### src/rtl/multicycle_seq_if.sv
// multicycle_seq_if: memory handshakes, decoder controls and status of the multicycle sequencer
interface multicycle_seq_if;
  logic imem_req, imem_ack, ir_we;
  logic dmem_req, dmem_ack, dmem_we;
  logic MemToReg, MemWrite, RegWrite, Branch, Jump, bit_exit, valid;
  logic rf_we, pc_we, retire, halted;
  logic [2:0] state;
  logic [31:0] cycle_cnt, instret_cnt;
  modport master (
    input imem_ack, dmem_ack, MemToReg, MemWrite, RegWrite, Branch, Jump, bit_exit, valid,
    output imem_req, ir_we, dmem_req, dmem_we, rf_we, pc_we, retire, halted, state, cycle_cnt, instret_cnt
  );
  modport slave (
    output imem_ack, dmem_ack, MemToReg, MemWrite, RegWrite, Branch, Jump, bit_exit, valid,
    input imem_req, ir_we, dmem_req, dmem_we, rf_we, pc_we, retire, halted, state, cycle_cnt, instret_cnt
  );
endinterface

### src/rtl/multicycle_seq.sv
// multicycle_seq: fetch/decode/exec/mem/wb control FSM with cycle and retired-instruction counters
module multicycle_seq (
  input logic clk,
  input logic reset,
  multicycle_seq_if.master bus
);
  localparam logic [2:0] FETCH = 3'd0, DECODE = 3'd1, EXEC = 3'd2, MEM = 3'd3, WB = 3'd4, HALT = 3'd5;
  logic [2:0] state_q, state_d;
  logic mtr_q, mtr_d, mw_q, mw_d, rw_q, rw_d, exit_q, exit_d;
  logic [31:0] cyc_q, cyc_d, ret_q, ret_d;
  logic in_f, in_d, in_e, in_m, in_w, exec_done, retire;
  logic unused_ctl;
  // Branch and Jump need no sequencing of their own: they share the EXEC retire path
  assign unused_ctl = bus.Branch | bus.Jump;
  always_ff @(posedge clk) begin
    if (reset) begin
      state_q <= FETCH;
      mtr_q <= 1'b0;
      mw_q <= 1'b0;
      rw_q <= 1'b0;
      exit_q <= 1'b0;
      cyc_q <= '0;
      ret_q <= '0;
    end else begin
      state_q <= state_d;
      mtr_q <= mtr_d;
      mw_q <= mw_d;
      rw_q <= rw_d;
      exit_q <= exit_d;
      cyc_q <= cyc_d;
      ret_q <= ret_d;
    end
  end
  always_comb begin
    state_d = HALT;
    case (state_q)
      FETCH: state_d = bus.imem_ack ? DECODE : FETCH;
      DECODE: state_d = bus.bit_exit ? HALT : !bus.valid ? FETCH : EXEC;
      EXEC: state_d = exit_q ? HALT : (mtr_q | mw_q) ? MEM : rw_q ? WB : FETCH;
      MEM: state_d = !bus.dmem_ack ? MEM : mw_q ? FETCH : WB;
      WB: state_d = FETCH;
      default: state_d = HALT;
    endcase
  end
  always_comb begin
    in_f = state_q == FETCH;
    in_d = state_q == DECODE;
    in_e = state_q == EXEC;
    in_m = state_q == MEM;
    in_w = state_q == WB;
    exec_done = in_e & ~exit_q & ~mtr_q & ~mw_q & ~rw_q;
    retire = exec_done | (in_m & bus.dmem_ack & mw_q) | in_w;
    bus.imem_req = in_f;
    bus.ir_we = in_f & bus.imem_ack;
    bus.dmem_req = in_m;
    bus.dmem_we = in_m & mw_q;
    bus.rf_we = in_w;
    bus.pc_we = retire | (in_d & ~bus.bit_exit & ~bus.valid);
    bus.retire = retire;
    bus.halted = state_q == HALT;
    bus.state = state_q;
    bus.cycle_cnt = cyc_q;
    bus.instret_cnt = ret_q;
  end
  always_comb begin
    mtr_d = in_d ? bus.MemToReg : mtr_q;
    mw_d = in_d ? bus.MemWrite : mw_q;
    rw_d = in_d ? bus.RegWrite : rw_q;
    exit_d = in_d ? bus.bit_exit : exit_q;
    cyc_d = state_q != HALT ? cyc_q + 32'd1 : cyc_q;
    ret_d = retire ? ret_q + 32'd1 : ret_q;
  end
  a_store_wb_excl: assert property (@(posedge clk) disable iff (reset)
    !(bus.rf_we && bus.dmem_req && bus.dmem_we));
  a_halt_quiet: assert property (@(posedge clk) disable iff (reset)
    (state_q == HALT) |-> !(bus.imem_req || bus.dmem_req || bus.pc_we || bus.retire));
endmodule

### src/flat_wrapper.sv
// flat-port wrapper written by rule: the top's interface ports become plain ports
module multicycle_seq_flat 
  (clk, reset, bus_imem_ack, bus_dmem_ack, bus_MemToReg, bus_MemWrite, bus_RegWrite, bus_Branch, bus_Jump, bus_bit_exit, bus_valid, bus_imem_req, bus_ir_we, bus_dmem_req, bus_dmem_we, bus_rf_we, bus_pc_we, bus_retire, bus_halted, bus_state, bus_cycle_cnt, bus_instret_cnt);
  multicycle_seq_if bus_i ();
  input logic clk;
  input logic reset;
  input wire logic [$bits(bus_i.imem_ack)-1:0] bus_imem_ack;
  input wire logic [$bits(bus_i.dmem_ack)-1:0] bus_dmem_ack;
  input wire logic [$bits(bus_i.MemToReg)-1:0] bus_MemToReg;
  input wire logic [$bits(bus_i.MemWrite)-1:0] bus_MemWrite;
  input wire logic [$bits(bus_i.RegWrite)-1:0] bus_RegWrite;
  input wire logic [$bits(bus_i.Branch)-1:0] bus_Branch;
  input wire logic [$bits(bus_i.Jump)-1:0] bus_Jump;
  input wire logic [$bits(bus_i.bit_exit)-1:0] bus_bit_exit;
  input wire logic [$bits(bus_i.valid)-1:0] bus_valid;
  output wire logic [$bits(bus_i.imem_req)-1:0] bus_imem_req;
  output wire logic [$bits(bus_i.ir_we)-1:0] bus_ir_we;
  output wire logic [$bits(bus_i.dmem_req)-1:0] bus_dmem_req;
  output wire logic [$bits(bus_i.dmem_we)-1:0] bus_dmem_we;
  output wire logic [$bits(bus_i.rf_we)-1:0] bus_rf_we;
  output wire logic [$bits(bus_i.pc_we)-1:0] bus_pc_we;
  output wire logic [$bits(bus_i.retire)-1:0] bus_retire;
  output wire logic [$bits(bus_i.halted)-1:0] bus_halted;
  output wire logic [$bits(bus_i.state)-1:0] bus_state;
  output wire logic [$bits(bus_i.cycle_cnt)-1:0] bus_cycle_cnt;
  output wire logic [$bits(bus_i.instret_cnt)-1:0] bus_instret_cnt;
  assign bus_i.imem_ack = bus_imem_ack;
  assign bus_i.dmem_ack = bus_dmem_ack;
  assign bus_i.MemToReg = bus_MemToReg;
  assign bus_i.MemWrite = bus_MemWrite;
  assign bus_i.RegWrite = bus_RegWrite;
  assign bus_i.Branch = bus_Branch;
  assign bus_i.Jump = bus_Jump;
  assign bus_i.bit_exit = bus_bit_exit;
  assign bus_i.valid = bus_valid;
  assign bus_imem_req = bus_i.imem_req;
  assign bus_ir_we = bus_i.ir_we;
  assign bus_dmem_req = bus_i.dmem_req;
  assign bus_dmem_we = bus_i.dmem_we;
  assign bus_rf_we = bus_i.rf_we;
  assign bus_pc_we = bus_i.pc_we;
  assign bus_retire = bus_i.retire;
  assign bus_halted = bus_i.halted;
  assign bus_state = bus_i.state;
  assign bus_cycle_cnt = bus_i.cycle_cnt;
  assign bus_instret_cnt = bus_i.instret_cnt;
  multicycle_seq u_core (.clk(clk), .reset(reset), .bus(bus_i));
endmodule
### config.mk
export PLATFORM = sky130hd
export DESIGN_NAME = multicycle_seq_flat
export DESIGN_NICKNAME = d
export VERILOG_FILES = /design/src/rtl/multicycle_seq_if.sv /design/src/rtl/multicycle_seq.sv /design/src/flat_wrapper.sv
export SDC_FILE = /design/constraint.sdc
export NUM_CORES = 1
export LEC_CHECK = 0
export ABC_AREA = 1
export CORE_MARGIN = 4
export CORE_UTILIZATION = 37
export CTS_BUF_LIST = sky130_fd_sc_hd__clkbuf_4 sky130_fd_sc_hd__clkbuf_8
export DETAILED_ROUTE_END_ITERATION = 7
export MAX_ROUTING_LAYER = met4
export PLACE_DENSITY = 0.73
export SETUP_SLACK_MARGIN = 0.1
export SLEW_MARGIN = 5
export SYNTH_ARGS = -nofsm -noshare
export SYNTH_HDL_FRONTEND = slang
export SYNTH_SLANG_ARGS = --single-unit
export TNS_END_PERCENT = 20
### constraint.sdc
create_clock -name clk -period 1.7 [get_ports clk]
set_clock_uncertainty 0.2 [all_clocks]
set_input_delay 0.34 -clock clk [delete_from_list [all_inputs] [get_ports clk]]
set_output_delay 0.34 -clock clk [all_outputs]
set_load 0.01 [all_outputs]
# Yosys cells after proc, flatten, opt, wreduce, memory -nomap -nowiden
# Index checks and enable logic that the tools add are counted.
# op_classes
n_reduce_logical	1
shift	0
mux	9
order_cmp	0
n_eq_ne	6
n_addsub	2
bitwise	20
multipliers	0
div	0
# op_table
cell	n
32-bit by 1-bit adder with 32-bit output (second input constant)	2
3-bit 2-to-1 mux	6
3-bit case mux with 5 select lines	1
1-bit bitwise AND	10
3-bit by 2-bit equality test with 1-bit output (second input constant)	2
3-bit equality test (second input constant)	2
1-bit NOT	6
1-bit OR	4
3-bit by 1-bit equality test with 1-bit output (second input constant)	1
3-bit zero test	1
3-bit != test (second input constant)	1
2-bit 2-to-1 mux	1
1-bit 2-to-1 mux	1
# word_totals
input_bits	11
n_memories	0
ram_bits	0
regBits	71
latch_bits	0
romBits	0

# Logic depth before layout (Yosys ltp)
# depth
ltp_word	8
ltp_mapped	10

# Worst setup path after synthesis
# Ideal clock, no wire load.
# synth_timing
path_kind	register to register
start	register u_core.cyc_q[0] (netlist: u_core.bus.cycle_cnt[0])
end	register u_core.cyc_q[14] (netlist: u_core.bus.cycle_cnt[14])
setup_time_ns	0.115
stages_incl_launch_ff	11
t_required_ns	1.385
t_arrival_ns	1.515
setup_slack_ns	-0.130
period_less_slack_ns	1.830
path_buffers	0
path_cell_list	dfxtp_1 > ha_1 > inv_1 > nor2_1 > nand2_1 > nor2_1 > nand2_1 > nor2_1 > nand3_1 > nand2_1 > nor2_1
# synth_between
elab_chain_len	1
# synth_lines
item	line	rtl
start: declaration	multicycle_seq.sv:10	logic [31:0] cyc_q, cyc_d, ret_q, ret_d;
start signal: assignment	multicycle_seq.sv:30	cyc_q <= cyc_d;
32-bit by 1-bit adder with 32-bit output	multicycle_seq.sv:70	cyc_d = state_q != HALT ? cyc_q + 32'd1 : cyc_q;
# Every way passes these cells.
# A chain may end at the register's enable or synchronous reset.

# Worst setup path in the final report
# layout_timing
start	register u_core.state_q[0] (netlist: u_core.bus.state[0])
end	output bus_pc_we
# layout_between
elab_chain_len	8
elab_cells_between_ends	15
cone_classes	eq/ne (4); bitwise (11)
# layout_lines
item	line	rtl
start: declaration	multicycle_seq.sv:8	logic [2:0] state_q, state_d;
start signal: assignment	multicycle_seq.sv:25	state_q <= state_d;
3-bit by 2-bit equality test with 1-bit output	multicycle_seq.sv:48	in_e = state_q == EXEC;
1-bit bitwise AND (4 in series)	multicycle_seq.sv:51	exec_done = in_e & ~exit_q & ~mtr_q & ~mw_q & ~rw_q;
1-bit OR (2 in series)	multicycle_seq.sv:52	retire = exec_done | (in_m & bus.dmem_ack & mw_q) | in_w;
1-bit OR (*)	multicycle_seq.sv:58	bus.pc_we = retire | (in_d & ~bus.bit_exit & ~bus.valid);
end: declaration	flat_wrapper.sv:21	output wire logic [$bits(bus_i.pc_we)-1:0] bus_pc_we;
# Mark *: on every way between the ends. The rest lies on a longest branch, timed or not.

==> qor.txt <==
Comb pwr share -> 11.7%
Failing checks -> setup timing
Max Slew Vio Count -> 0
# fillers -> 928
Synth Area per Inst -> 6.289 µm²
Total CTS buffers -> 9
Full die area -> 0.01201 mm²
Register area share after synthesis -> 37.23%
Tot Pwr -> 3366 µW
Switching power -> 838.6 µW
WP data required -> 1.16 ns
Clk sinks -> 71
Status -> finished with violations
Total nets after synthesis -> 620
Antenna violations before repair -> 0
VDD IR max -> 0.0002979 V
Wire per inst -> 13.48 µm
Setup Crit Path Kind -> reg2out
Yosys warns -> 0
Post-synth EDFFs -> 0
Crit path max fanout -> 6
Total GRT Usage -> 20.57%
Post-Syn Instances -> 607
DR iter-0 viols -> 246
Seq pwr share -> 50.8%
CP Launch Type -> flop
Vias per Instance -> 4.956
Leak -> 0.002655 µW
TritonCTS clock tree -> yes
Int Pwr -> 2528 µW
Slew margin rel. -> 81.06%
Synth async-reset ratio -> 0%
Clock Tree Buf Depth -> 2
Fin crit period -> 1.921 ns
Antenna-violating nets left -> 0
# Max-Cap Violations -> 0
# diodes -> 0
CP arrival -> 1.38 ns
Yosys top cell by area -> dfxtp_1
Clk_lat worst skew -> 0.35 ns
Clock slew at reported path FFs -> 0.07 ns
Via count -> 4545
Core area -> 0.009910 mm²
Clock root buffer -> clkbuf_8
Sw Ratio -> 24.91%
Share of layout cells above drive strength 1 -> 32.53%
Period utilization -> 113.0%
Synth cell types -> 30
Worst min-delay path category -> reg2reg
Mapped Area -> 0.003817 mm²
Final net count -> 793
Placer Congestion -> 0.8917
Pwr dens -> 564.6 mW/mm²
Port Buf Inserts -> 83
Hold Vio Cnt, Final -> 0
First-pass GRT wire length -> 19.29 mm
Fin Hold WS -> 0.2656 ns
Die Wd -> 109.6 µm
Clock network fraction of design power -> 37.5%
Vias in the first global route -> 4296
Residual DRC -> 0
Worst Setup End Kind -> primary output
Synth Register Bits -> 71
CTS H-tree depth -> 3
Largest net degree at the start of global routing -> 28
# IOs -> 86
Slew @ Worst Pin -> 0.2831 ns
Std-Cell Rows -> 36
Area contributors post-synth -> dfxtp_1, nand2_1, nor2_1
Setup violations, final -> 31
Pre-antenna DRT Iters -> 6
Yosys top cell area share -> 37.23%
Die height -> 109.6 µm
HPWL after DPL -> 8.663 mm
Most used flip-flop cell after synthesis -> dfxtp_1
Congestion Overflow GR -> 0
Max Freq -> 0.5207 GHz
Unrepaired setup endpoints after global routing -> true
Starting Density -> 38.52%
Syn-to-layout area delta -> 56.18%
Setup ws final -> -0.2206 ns
Final wirelength -> 12.36 mm
-- cell type report --
| type | instances | area [µm²] | area share [%] |
|---|---|---|---|
| multi-input cells | 445 | 2336 | 39.18 |
| flip-flops and latches | 71 | 1501 | 25.18 |
| repair buffers | 176 | 1485 | 24.91 |
| inverters | 77 | 294.0 | 4.932 |
| clock buffers | 14 | 173.9 | 2.917 |
| well taps | 133 | 166.4 | 2.791 |
| clock inverters | 1 | 5.005 | 0.08395 |
-- registers in the layout (all words and copies together) (netlist names) --
register	count
u_core.rw_q	1
u_core.mw_q	1
u_core.exit_q	1
u_core.bus.state	3
u_core.bus.instret_cnt	32
u_core.bus.cycle_cnt	32
u_core.mtr_q	1
-- layer usage --
metal / track usage (%) / up-vias / share of wire (%) / routed length, µm
met2: 34.61 / 143 / 50 / 6190
met3: 2.760 / 22 / 5.0 / 619
li1: - / 2283 / - / -
met5: - / - / 0 / 0
met1: 24.71 / 2097 / 43 / 5311
met4: 8.727 / 0 / 1.9 / 238
-- critical path: stages (launching register included) --
cell	delay, ns
dfxtp_4	0.42
nand2_4	0.07
nor2_4	0.10
nand3_2	0.09
nand3_4	0.11
inv_4	0.04
o31ai_4	0.04
buf_2	0.16
-- path summary, 6_finish.rpt --
| check | from | end | slack (ns) | cells past startpoint |
|---|---|---|---|---|
| worst max-delay path | u_core.bus.state[0] | bus_pc_we | -0.22 | 7 |
| worst min-delay path | u_core.bus.cycle_cnt[5] | u_core.bus.cycle_cnt[5] | 0.27 | 1 |
| worst max register to register | u_core.bus.state[0] | u_core.bus.instret_cnt[9] | -0.10 | 10 |
| worst min register to register | u_core.bus.cycle_cnt[5] | u_core.bus.cycle_cnt[5] | 0.27 | 1 |
-- power groups by stage --
stage                     combinational (µW)  sequential [µW]  clock (µW)
after floorplan                          154             1750           0
after global placement                   331             1750           0
after detailed placement                 341             1750           0
after CTS                                341             1710        1290
after global routing                     424             1710        1370
final                                    394             1710        1260
-- through the flow --
stage               util [%]  TNS (ns)  instances  worst slack (ns)  cell area, µm²
finish                 60.16    -1.754        917           -0.2206            5962
global route           60.16    -5.533        917           -0.2905            5962
CTS                    57.59    -2.276        905           -0.2520            5707
detailed placement     54.96    -13.20        887           -0.5651            5446
global placement       54.96    -10.89        887           -0.5365            5446
floorplan                  -         0        607           0.07836            3933
-- synthesized netlist by cell type (all sizes together) (7+ instances only) --
cell,count
nand2,164
nor2,112
inv,77
dfxtp,71
nand3,46
a21oi,42
o21ai,25
nand4,14
nor3,13
xor2,8
buf,7
clkbuf,7
-- kinds of logic (layout without fill, tap and decap cells) --
| family | after synthesis | in the layout | synth area share, % |
|---|---|---|---|
| XOR/XNOR | 12 | 12 | 2.753 |
| AO/OA/AOI/OAI | 77 | 77 | 10.68 |
| AND/OR/NAND/NOR | 354 | 354 | 39.13 |
| buffers and inverters | 91 | 268 | 9.538 |
| adder cells (fa/ha/maj) | 2 | 2 | 0.6554 |
| flip-flops | 71 | 71 | 37.23 |
-- layout by cell type (no fill, tap or decap), types with 4 or more instances in the layout --
| cell | Yosys | routed |
|---|---|---|
| a21oi_1 | 42 | 37 |
| a21oi_2 | 0 | 5 |
| buf_2 | 3 | 14 |
| buf_4 | 1 | 83 |
| buf_6 | 2 | 10 |
| clkbuf_2 | 0 | 7 |
| clkbuf_8 | 0 | 11 |
| clkdlybuf4s50_1 | 0 | 8 |
| dfxtp_1 | 71 | 25 |
| dfxtp_2 | 0 | 37 |
| dfxtp_4 | 0 | 9 |
| dlygate4sd2_1 | 0 | 43 |
| inv_1 | 77 | 70 |
| inv_2 | 0 | 5 |
| nand2_1 | 164 | 152 |
| nand2_2 | 0 | 7 |
| nand2_4 | 0 | 5 |
| nand3_1 | 44 | 37 |
| nand3_2 | 2 | 7 |
| nand3b_1 | 4 | 4 |
| nand4_1 | 14 | 14 |
| nor2_1 | 107 | 79 |
| nor2_2 | 3 | 21 |
| nor2_4 | 2 | 12 |
| nor3_1 | 12 | 11 |
| o21ai_0 | 23 | 12 |
| o21ai_1 | 2 | 12 |
| xnor2_1 | 4 | 4 |
| xor2_1 | 8 | 8 |
-- timing repair --
item / in CTS / in global routing
setup endpoints to repair: 133 / 100
gates cloned: 0 / 3
hold endpoints to repair: 0 / 0
resized for setup: 211 / 81
setup buffers: 3 / 10
hold buffers: 0 / 0
pin swaps: 11 / 15
Note: power is estimated with default switching activity, not from simulation.
==> RTL edit (config.mk and constraints unchanged) <==
Make the reset (`reset`) asynchronous in one clocked block.
--- a/src/rtl/multicycle_seq.sv
+++ b/src/rtl/multicycle_seq.sv
@@ -14,3 +14,3 @@
   assign unused_ctl = bus.Branch | bus.Jump;
-  always_ff @(posedge clk) begin
+  always_ff @(posedge clk or posedge reset) begin
     if (reset) begin
Function: differs if reset is asserted again (counterexample within 4 cycles, from zero or initial values and one cycle with reset high); with reset held inactive, the same outputs for 10 cycles.
==> RTL edit against the original RTL <==
The run still ends with negative setup slack left. First-iteration DRC count fell by 1.6%. Final area rose by 0.94%. Count of clock-buffer cells in the layout did not move. Via count fell by 6.6%. Non-clock buffer count fell by 23. Routed wire length fell by 5.4%. Synthesized cell count fell by 5.8%. Setup slack got worse by 130 ps. Area after synthesis rose by 7.4%. Sequential cell count did not move. Critical path depth fell by 1. Largest cell class unchanged. Highest routed layer unchanged.
Power is not compared: it rests on default switching activity, and its combinational part moved more than twofold at a synthesized area within 25%.
==> RTL edit: results (changes against the original RTL) <==
Yosys cell types 27 (-10%); all-layer global routing usage 0.185 (-0.0202); status finished with violations; HPWL Detailed 8.13 mm (-6.1%); Hold Path Class primary input to asynchronous set/reset pin; commonest cells in the netlist 198 x nand2_1, 78 x inv_1, 73 x nor2_1; XOR/XNOR Fraction of Synth Area 0.0641 (+0.0366); filler instances 1000 (+7.8%); main flop type after synthesis dfrtp_1; Seq/Total Area, Yosys 0.433 (+0.0611); global placement routability congestion 0.902 (+1.1%); Fin Hold WS 252 ps (-13.5 ps); first-pass GRT wire length 18.8 mm (-2.4%); DP Area 5470 um^2 (+0.51%); R2R cell count 8 (-2); PnR worst setup slack -349 ps (-129 ps); drt first pass iters 4 (-2); CP Max Fanout 3 (-3); share of cells above drive strength 1 0.279 (-0.0460); violations in the final reports negative setup slack; Post-Synth Adder-Cell Area 0.00611 (-0.000450); syn_nets 585 (-5.6%); post-synthesis compound-gate area fraction 0.0195 (-0.0873); setup violators final 63 (+100%); setup_tns -6210 ps (-4460 ps); largest net degree at the start of global routing 72 (+160%); Avg WL per Cell 13.4 um (-0.73%); Worst EP arrival 1510 ps (+130 ps); pre-CTS setup slack -558 ps (+7.16 ps); reg-to-reg critical path startpoint u_core.bus.state[0]; R2R Setup Slk -190 ps (-90 ps); Nets 742 (-6.4%); vias in the first global route 4068 (-5.3%); Slew @ Worst Pin 391 ps (+108 ps); R2R Path End u_core.bus.cycle_cnt[16]; Critical Path Start u_core.bus.state[2]; vias 4243 (-6.6%)
==> RTL edit: changes by cell type after synthesis, sizes merged, moves of 11 or more <==
| cell | delta |
|---|---|
| o21ai | -14 |
| dfrtp | +71 |
| xor2 | +11 |
| nor2 | -32 |
| nand2 | +34 |
| dfxtp | -71 |
| a21oi | -40 |
==> RTL edit: worst max-delay path by stage <==
| stage | slack (ps) | to | depth (start not counted) |
|---|---|---|---|
| 6_report | -350 | bus_retire | 6 |
| 5_1_grt | -450 | bus_pc_we | 7 |
| 4_1_cts | -360 | bus_pc_we | 7 |
| 3_5_place_dp | -560 | bus_pc_we | 6 |
| 3_3_place_gp | -550 | bus_pc_we | 6 |
| 2_1_floorplan | -50 | bus_pc_we | 6 |
==> RTL edit: area by class of cell <==
cell class / instances / area, um^2 / share of cell area
Clock inverter: 2 / 60.1 / 0.00998
Inverter: 79 / 300 / 0.0499
Clock buffer: 14 / 186 / 0.0310
Tap cell: 140 / 175 / 0.0291
Multi-Input combinational cell: 415 / 2160 / 0.359
Timing Repair Buffer: 153 / 1340 / 0.222
Sequential cell: 71 / 1800 / 0.299
==> RTL edit: repair_timing <==
item,in CTS,in global routing
pin swaps,6,13
gates cloned,1,2
setup endpoints to repair,135,128
gates resized for setup,245,74
endpoints found under the hold margin,0,0
buffers inserted,9,5
==> RTL edit: per-stage QoR <==
step	instances	utilization
floorplan	572	-
global placement	844	0.505
detailed placement	844	0.505
CTS	869	0.542
global route	874	0.555
finish	874	0.555
==> RTL edit: logic make-up (layout without fill, tap and decap cells) <==
kind of cell / count (synthesis) / after routing
AND/OR/NAND/NOR: 368 / 368
XOR/XNOR: 30 / 30
flip-flops: 71 / 71
adder cells (fa/ha/maj): 2 / 2
buffers and inverters: 86 / 248
AO/OA/AOI/OAI: 15 / 15
==> RTL edit: where the power goes <==
part / switching [mW] / total, mW / internal [mW]
combinational: 0.0398 / 0.0616 / 0.0217
sequential: 0 / 1.69 / 1.69
clock: 0.648 / 1.65 / 1.01
total: 0.688 / 3.40 / 2.71
==> RTL edit: worst max-delay path, stage by stage (launching register included) <==
cell,delay (ps)
dfrtp_1,410
buf_6,130
nor3_4,200
nand2_1,90
nand3_2,80
buf_4,150
buf_6,110
==> RTL edit: per-layer routing <==
layer	up-vias	track usage	share of wire
li1	2097	-	-
met1	2011	0.230	0.44
met3	16	0.0305	0.056
met5	-	-	0
met4	0	0.0737	0.017
met2	119	0.303	0.48
